`src/rtl/mul.sv`:
```
// ============================================================================
//  Module   : mul
//  Purpose  : Sequential signed fixed-point multiplier. Radix-2 shift-add on
//             magnitudes, sign restore and saturation on the final edge.
//  Revision : 1.0  initial release
// ============================================================================
`default_nettype none

module mul #(
    parameter int DATA_WIDTH = 16,
    parameter int BIN_POS    = 8
) (
    input  logic                  clk,
    input  logic                  rst,
    input  logic                  start,
    input  logic [DATA_WIDTH-1:0] a,
    input  logic [DATA_WIDTH-1:0] b,
    output logic                  ready,
    output logic                  complete,
    output logic [DATA_WIDTH-1:0] out,
    output logic                  overflow
);

    localparam int c_CNT_W = $clog2(DATA_WIDTH);
    localparam int c_ACC_W = 2 * DATA_WIDTH;

    localparam logic [c_CNT_W-1:0]    c_LAST     = c_CNT_W'(DATA_WIDTH - 1);
    localparam logic [c_ACC_W-1:0]    c_MAG_LIM  = {{DATA_WIDTH{1'b0}}, 1'b1, {(DATA_WIDTH-1){1'b0}}};
    localparam logic [DATA_WIDTH-1:0] c_POS_MAX  = {1'b0, {(DATA_WIDTH-1){1'b1}}};
    localparam logic [DATA_WIDTH-1:0] c_NEG_MIN  = {1'b1, {(DATA_WIDTH-1){1'b0}}};
    localparam logic [DATA_WIDTH-1:0] c_ONE      = {{(DATA_WIDTH-1){1'b0}}, 1'b1};

    typedef enum logic [1:0] {
        S_IDLE = 2'd0,
        S_RUN  = 2'd1,
        S_DONE = 2'd2
    } state_t;

    state_t                r_state;
    logic [DATA_WIDTH-1:0] r_mag_a;
    logic [DATA_WIDTH-1:0] r_mag_b;
    logic                  r_neg;
    logic [c_ACC_W-1:0]    r_acc;
    logic [c_CNT_W-1:0]    r_cnt;
    logic                  r_ready;
    logic                  r_complete;
    logic [DATA_WIDTH-1:0] r_out;
    logic                  r_overflow;

    logic [DATA_WIDTH-1:0] w_abs_a;
    logic [DATA_WIDTH-1:0] w_abs_b;
    logic [c_ACC_W-1:0]    w_pp;
    logic [c_ACC_W-1:0]    w_mag;
    logic [DATA_WIDTH-1:0] w_neg_mag;

    // Negating the most negative value in DATA_WIDTH unsigned bits yields
    // exactly 2^(DW-1), which is the correct magnitude.
    assign w_abs_a   = a[DATA_WIDTH-1] ? (~a + c_ONE) : a;
    assign w_abs_b   = b[DATA_WIDTH-1] ? (~b + c_ONE) : b;
    assign w_pp      = {{DATA_WIDTH{1'b0}}, r_mag_a} << r_cnt;
    assign w_mag     = r_acc >> BIN_POS;
    assign w_neg_mag = ~w_mag[DATA_WIDTH-1:0] + c_ONE;

    always_ff @(posedge clk or posedge rst) begin
        if (rst) begin
            r_state    <= S_IDLE;
            r_mag_a    <= '0;
            r_mag_b    <= '0;
            r_neg      <= 1'b0;
            r_acc      <= '0;
            r_cnt      <= '0;
            r_ready    <= 1'b1;
            r_complete <= 1'b0;
            r_out      <= '0;
            r_overflow <= 1'b0;
        end else begin
            r_complete <= 1'b0;
            case (r_state)
                S_IDLE: begin
                    if (start) begin
                        r_mag_a <= w_abs_a;
                        r_mag_b <= w_abs_b;
                        r_neg   <= a[DATA_WIDTH-1] ^ b[DATA_WIDTH-1];
                        r_acc   <= '0;
                        r_cnt   <= '0;
                        r_ready <= 1'b0;
                        r_state <= S_RUN;
                    end
                end
                S_RUN: begin
                    if (r_mag_b[r_cnt]) begin
                        r_acc <= r_acc + w_pp;
                    end
                    r_cnt <= r_cnt + 1'b1;
                    if (r_cnt == c_LAST) begin
                        r_state <= S_DONE;
                    end
                end
                S_DONE: begin
                    if (!r_neg && (w_mag >= c_MAG_LIM)) begin
                        r_out      <= c_POS_MAX;
                        r_overflow <= 1'b1;
                    end else if (r_neg && (w_mag > c_MAG_LIM)) begin
                        r_out      <= c_NEG_MIN;
                        r_overflow <= 1'b1;
                    end else begin
                        // Negating a zero magnitude gives zero, so -0 never appears.
                        r_out      <= r_neg ? w_neg_mag : w_mag[DATA_WIDTH-1:0];
                        r_overflow <= 1'b0;
                    end
                    r_complete <= 1'b1;
                    r_ready    <= 1'b1;
                    r_cnt      <= '0;
                    r_state    <= S_IDLE;
                end
                default: begin
                    r_state <= S_IDLE;
                    r_ready <= 1'b1;
                end
            endcase
        end
    end

    assign ready    = r_ready;
    assign complete = r_complete;
    assign out      = r_out;
    assign overflow = r_overflow;

endmodule

`default_nettype wire
```
`config.mk`:
```
export PLATFORM = sky130hd
export DESIGN_NAME = mul
export DESIGN_NICKNAME = d
export VERILOG_FILES = /design/src/rtl/mul.sv
export SDC_FILE = /design/constraint.sdc
export NUM_CORES = 1
export LEC_CHECK = 0
export CAP_MARGIN = 10
export CORE_ASPECT_RATIO = 0.8
export CORE_MARGIN = 2
export CORE_UTILIZATION = 43
export DETAILED_ROUTE_END_ITERATION = 12
export PLACE_DENSITY_LB_ADDON = 0.08
export SYNTH_ARGS = -nofsm -noshare
export SYNTH_HDL_FRONTEND = slang
export SYNTH_SLANG_ARGS = --single-unit
```
`constraint.sdc`:
```
create_clock -name clk -period 3.67 [get_ports clk]
set_input_delay 0.367 -clock clk [delete_from_list [all_inputs] [get_ports clk]]
set_output_delay 0.367 -clock clk [all_outputs]
set_load 0.03 [all_outputs]
```
==> results of run 1 <==
==> cell families (layout without fill, tap and decap cells) <==
group           after synthesis  after routing
compound gates              254            254
xor+xnor                     60             60
fa+ha+maj                    36             36
buf+inv                      70            166
flops                        90             90
mux                          35             35
simple gates                304            304
==> worst min-delay path by stage <==
stage	from	endpoint	slack, ns
finish	rst	r_mag_b[10]	0.48
global route	out[10]	out[10]	0.51
CTS	out[4]	out[4]	0.48
detailed placement	out[4]	out[4]	0.47
global placement	out[5]	out[5]	0.46
floorplan	r_mag_b[15]	r_mag_b[15]	0.44
==> metal layers <==
metal,part of all wire (%),GRT usage [%],vias to the layer above
li1,-,-,3266
met1,53,39.4,3171
met2,41,34.6,173
met3,4.8,3.13,12
met4,0.83,4.69,0
met5,0,0,-
==> worst max-delay path, cell delays in order, from the launching register on <==
cell and delay, ns:
dfrtp_2 0.41, buf_6 0.16, mux2_2 0.35, nor2_1 0.09, a21oi_1 0.07, mux2_2 0.30
nand2_1 0.07, o21ai_0 0.15, ha_1 0.27, a21oi_2 0.18, nor2b_1 0.06, o21a_1 0.19
or4b_2 0.63, a31oi_2 0.20, a21boi_0 0.11, o31ai_1 0.22
==> state kept, by name, indices dropped and copies added, names as in the netlist <==
| signal | flops |
|---|---|
| r_acc | 32 |
| out | 16 |
| r_mag_a | 16 |
| r_mag_b | 16 |
| r_cnt | 4 |
| r_state | 2 |
| complete | 1 |
| overflow | 1 |
| r_neg | 1 |
| ready | 1 |
==> power by group <==
| group | internal, mW | total (mW) | switching [mW] |
|---|---|---|---|
| Sequential | 1.41 | 1.91 | 0.498 |
| Combinational | 2.69 | 6.17 | 3.48 |
| Clock | 0.614 | 1.03 | 0.413 |
==> layout by cell type (no fill, tap or decap), types with 4 or more instances in the layout <==
cell and instances:
ha_1 35, nor3_1 15, clkdlybuf4s50_1 53, nand4_1 8
o21bai_1 5, nand3_1 47, o21ai_0 90, and2_1 7
o22a_1 4, o41ai_1 4, mux4_2 7, nand2_1 115
o31ai_1 15, o211ai_1 11, and3_1 7, nor2b_1 9
dfrtp_1 87, mux2i_1 17, clkbuf_16 9, o21a_1 9
xor2_1 40, or3_1 5, a21oi_1 49, buf_4 67
inv_1 23, nor4_1 6, o21ai_1 11, or4_1 7
nand2b_1 7, a21oi_2 6, mux2_2 8, xnor2_1 20
a21o_1 10, nor2_1 56
==> final cells by class <==
class                   count  area [sq um]  share of cell area, %
well taps                 215           269                   3.13
repair buffers            123          1070                   12.5
flip-flops and latches     90          2260                   26.3
clock buffers              11           243                   2.83
inverters                  27           105                   1.22
multi-input cells         689          4560                   53.2
clock inverters             5          77.6                  0.904
==> stage by stage <==
step / instances / total power [mW] / instance area (sq um)
2_1_floorplan: 849 / 5.76 / 7030
3_3_place_gp: 1140 / 7.76 / 8140
3_5_place_dp: 1140 / 7.81 / 8140
4_1_cts: 1156 / 8.90 / 8470
5_1_grt: 1160 / 9.84 / 8580
6_report: 1160 / 9.11 / 8580
==> timing repair <==
action                     4_1_cts  5_1_grt
pin swaps                        0        6
buffers inserted                 0        4
resized for setup                4       26
setup endpoints to repair        5       13
==> results.md, run 1 <==
* Outcome: complete, no violations
* Mux cell area share after synthesis at 7.07%
* Die area at 17400 sq um
* Initial Utilization at 44.2%
* Post-synthesis adder-cell area fraction at 6.52%
* DRC Markers at 0
* Reg-to-Reg End: r_acc[30]
* Critical path capture point: r_acc[30]
* H-tree Lvls at 3
* Final core occ at 54.0%
* Pre-CTS setup slack at -0.0649 ns
* Synth cell types at 72
* Vias in the first global route at 6218
* Cell with the most instances after synthesis: nand2_1
* Starting DRT DRC Count at 447
* Largest net degree at the start of global routing at 56
* Post-Synth Simple-Gate Area at 20.2%
* Worst Path Arrival at 3.82 ns
* Worst-Skew Late Latency at 0.36 ns
* Leakage at 3.73 nW
* Die height at 118 microns
* Longest Clk Path Bufs at 2
* Ys Warns at 0
* Cells after Synth at 849
* Synth async-reset ratio at 100%
* Setup WS post-layout at 0.113 ns
* Top cell type's share of synthesized area at 31.7%
* Io pins at 54
* Slew Viols, Final at 0
* Flop2flop setup slack at 0.11 ns
* Setup TNS at 0 ns
* CTS buffer count at 9
* Tightest Pin Transition at 0.932 ns
* Clk slew on worst S/H paths at 0.06 ns
* Pwr/cell area at 1060 nW/um^2
* TritonCTS clock tree: built
* Mapped Area at 7030 sq um
* Worst-path maximum fanout at 11
* Compound-gate portion of the synthesized area at 22.3%
* Antenna-violating nets left at 0
* Nets at 1011
* TritonRoute pass-1 iters at 6
* Hold Violations, Final at 0
* RR Startpoint: r_cnt[1]
* First-pass GRT wire length at 33.8 mm
* Die Width at 147 microns
* Grt ovf at 0
* Slew HR at 37.7%
* Clock root cell: clkbuf_16
* CP Capture Type: flop
* VDD IR max at 0.432 mV
* Share of cells above drive strength 1 at 14.1%
* Final Wtd Congestion at 0.904
* HP Class: input pin to asynchronous set/reset pin
* Achievable Freq at 0.281 GHz
* Max Cap Viol at 0
* Final worst-path cycle share at 96.9%
* Seq/Total Area, Yosys at 32.1%
* Post-Route Skew at 0.0109 ns
* Worst r2r path cells at 15
* Post-synth EDFFs at 0
* Combinational family with the most area after synthesis: compound AO/OA/AOI/OAI gates
* Std cell rows at 41
* I/O Buffers at 53
* Post-Synth XOR/XNOR Area at 7.48%
* # clock sinks at 90
* Worst Setup SP: r_cnt[1]
* Filler cell count at 1488
* Via count at 6622
* Area Growth Syn to Fin at 22.1%
* Syn_area_per_cell at 8.28 sq um
* DR WL/cell at 17.9 microns
* Final Routed Wirelength at 20.8 mm
* Post-synth top area cell: dfrtp_1
* Element type at the critical path start: flop
* WHS at 0.478 ns
* Synth top cells by count: nand2_1 (116), o21ai_0 (98), dfrtp_1 (89)
* Req. time, crit path at 3.93 ns
* Top cells by area, synth: dfrtp_1 (32%), o21ai_0 (7.0%), ha_1 (6.2%)
* Initial antenna violation count at 0
* WS Path Type: flop to flop
* Core Footprint at 15900 sq um
* Final setup fails at 0
* Overall Global Routing Usage at 24.4%
* Hold Buf Count CTS at 0
* Final min period at 3.56 ns
* Number of diodes at 0
* Post-synth top flop: dfrtp_1
* Mapped Nets at 920
* Post-DP HPWL at 16.3 mm
* #FFs+latches synth at 90
* Vias/cell at 5.71
Note: power is estimated with default switching activity, not from simulation.
==> run 2, diff against run 1 <==
- DONT_BUFFER_PORTS: unset -> 1
==> run 2 against run 1 <==
Compared with the run above:
- non-clock buffer count fell by 39
- critical path depth fell by 2
- clock skew fell by 0.00051 ns
- routed wire length fell by 3.8%
- critical path type unchanged
- largest power group unchanged
==> results.md, run 2 (synthesis gave the netlist of run 1 again) <==
* Clk slew on worst S/H paths at 0.07 ns (was 0.06 ns)
* Via count at 6404 (was 6622)
* DRC Markers at 0 (unchanged)
* Pre-CTS setup slack at -0.156 ns (was -0.0649 ns)
* Starting DRT DRC Count at 443 (was 447)
* Nets at 972 (was 1011)
* First-pass GRT wire length at 32.7 mm (was 33.8 mm)
* Largest register FFs at 32 (unchanged)
* Final instance area at 8180 sq um (was 8580 sq um)
* I/O Buffers at 0 (was 53)
* Achievable Freq at 0.281 GHz (about the same)
* Std cell rows at 41 (unchanged)
* Number of diodes at 0 (unchanged)
* Final Routed Wirelength at 20.0 mm (was 20.8 mm)
* DR WL/cell at 17.8 microns (was 17.9 microns)
* Vias/cell at 5.71 (about the same)
* WS Path Type: flop to flop (unchanged)
* Die area at 17400 sq um (unchanged)
* Setup TNS at 0 ns (unchanged)
* Final worst-path cycle share at 96.8% (was 96.9%)
* Final Wtd Congestion at 0.905 (was 0.904)
* Element type at the critical path start: flop (unchanged)
* Antenna-violating nets left at 0 (unchanged)
* Tightest Pin Transition at 0.991 ns (was 0.932 ns)
* Initial Utilization at 44.2% (unchanged)
* Worst-Skew Late Latency at 0.35 ns (was 0.36 ns)
* Initial antenna violation count at 0 (unchanged)
* Cell Area, Placed at 7640 sq um (was 8140 sq um)
* Outcome: complete, no violations (unchanged)
* Share of cells above drive strength 1 at 17.4% (was 14.1%)
* Largest net degree at the start of global routing at 76 (was 56)
* Worst Path Arrival at 3.78 ns (was 3.82 ns)
* Slew HR at 34.0% (was 37.7%)
* Longest Clk Path Bufs at 2 (unchanged)
* Hold Violations, Final at 0 (unchanged)
* # clock sinks at 90 (unchanged)
* CP Capture Type: flop (unchanged)
* Final min period at 3.55 ns (was 3.56 ns)
* Post-DP HPWL at 15.5 mm (was 16.3 mm)
* Slew Viols, Final at 0 (unchanged)
* Overall Global Routing Usage at 23.4% (was 24.4%)
* HP Class: input pin to asynchronous set/reset pin (unchanged)
* Leakage at 3.60 nW (was 3.73 nW)
* Hold Buf Count CTS at 0 (unchanged)
* Req. time, crit path at 3.90 ns (was 3.93 ns)
* Io pins at 54 (unchanged)
* Grt ovf at 0 (unchanged)
* Leading cell type in the layout, fill and taps excluded: nand2_1 (unchanged)
* Clock root cell: clkbuf_16 (unchanged)
* Worst-path maximum fanout at 8 (was 11)
* Die Width at 147 microns (unchanged)
* H-tree Lvls at 3 (unchanged)
* Setup WS post-layout at 0.117 ns (was 0.113 ns)
* Post-placement cell count at 1091 (was 1140)
* Final setup fails at 0 (unchanged)
* Vias in the first global route at 6087 (was 6218)
* VDD IR max at 0.385 mV (was 0.432 mV)
* Largest reg by FF count: r_acc (unchanged)
* Filler cell count at 1525 (was 1488)
* TritonCTS clock tree: built (unchanged)
* Pwr/cell area at 1100 nW/um^2 (was 1060 nW/um^2)
* WHS at 0.0919 ns (was 0.478 ns)
* Most frequent cells in the layout: nand2_1 (115), o21ai_0 (91), dfrtp_1 (87) (was nand2_1 (115), o21ai_0 (90), dfrtp_1 (87))
* Post-Route Skew at 0.0104 ns (was 0.0109 ns)
* Max Cap Viol at 0 (unchanged)
* CTS buffer count at 9 (unchanged)
* Die height at 118 microns (unchanged)
* Core Footprint at 15900 sq um (unchanged)
* TritonRoute pass-1 iters at 5 (was 6)
* Area Growth Syn to Fin at 16.4% (was 22.1%)
* Layout Cells excl Fill at 1121 (was 1160)
-- run 2: changes by cell type in the layout (fill, tap and decap cells not counted), moves of 2 or more --
| cell | delta |
|---|---|
| a21oi_2 | +5 |
| a21oi_1 | -4 |
| clkinv_2 | -3 |
| o21ai_1 | -2 |
| buf_8 | +2 |
| clkdlybuf4s50_1 | -53 |
| clkinvlp_4 | +3 |
| buf_4 | +14 |
-- run 2: metal layers --
layer  vias up  global-route usage (%)  wire length [microns]
li1       3194                       -                      -
met1      3049                    36.0                  10400
met2       141                    33.5                   8310
met3        20                    4.75                    995
met4         0                    5.77                    325
met5         -                       0                      0
-- run 2: path summary, 6_finish.rpt --
kind                                to         from  cells past startpoint  slack [ns]
min in group clk           r_mag_a[15]        a[15]                      2        0.17
min                         r_mag_b[4]          rst                      1        0.09
max in group asynchronous   r_mag_a[1]          rst                      2        2.73
min reg2reg                r_mag_b[12]  r_mag_b[12]                      2        0.48
max reg2reg                  r_acc[26]     r_cnt[0]                     13        0.12
max                          r_acc[26]     r_cnt[0]                     13        0.12
-- run 2: what timing repair did --
item,CTS,global route
pin swaps,0,13
setup buffers,0,14
endpoints found under the setup margin,8,18
resized for setup,3,38
-- run 2: worst max-delay path, stage by stage, from the launching register on --
cell and delay (ns):
dfrtp_2 0.49, buf_4 0.15, mux4_2 0.52, mux2_2 0.33, nand2_1 0.08, o21ai_0 0.10
ha_1 0.38, a21oi_2 0.18, o21ai_1 0.13, nor3_1 0.27, nand3_2 0.17, a311oi_1 0.35
xor2_1 0.19, o21ai_0 0.09
-- run 2: final cells by class --
cell class | count | area (sq um) | share of cell area [%]
Clock inverter | 5 | 61.3 | 0.749
Tap cell | 215 | 269 | 3.29
Clock buffer | 11 | 243 | 2.97
Inverter | 27 | 110 | 1.35
Multi-Input combinational cell | 689 | 4580 | 56.0
Sequential cell | 90 | 2260 | 27.6
Timing Repair Buffer | 84 | 658 | 8.04
-- run 2: power by group --
group	switching (mW)	internal [mW]	leakage, nW
sequential	0.651	1.41	1.15
clock	0.415	0.549	0.138
combinational	3.28	2.69	2.30
-- run 2: stage by stage --
stage | util (%) | power [mW]
2_1_floorplan | - | 5.76
3_3_place_gp | 48.0 | 7.60
3_5_place_dp | 48.0 | 7.66
4_1_cts | 50.0 | 8.66
5_1_grt | 51.4 | 9.76
6_report | 51.4 | 8.99
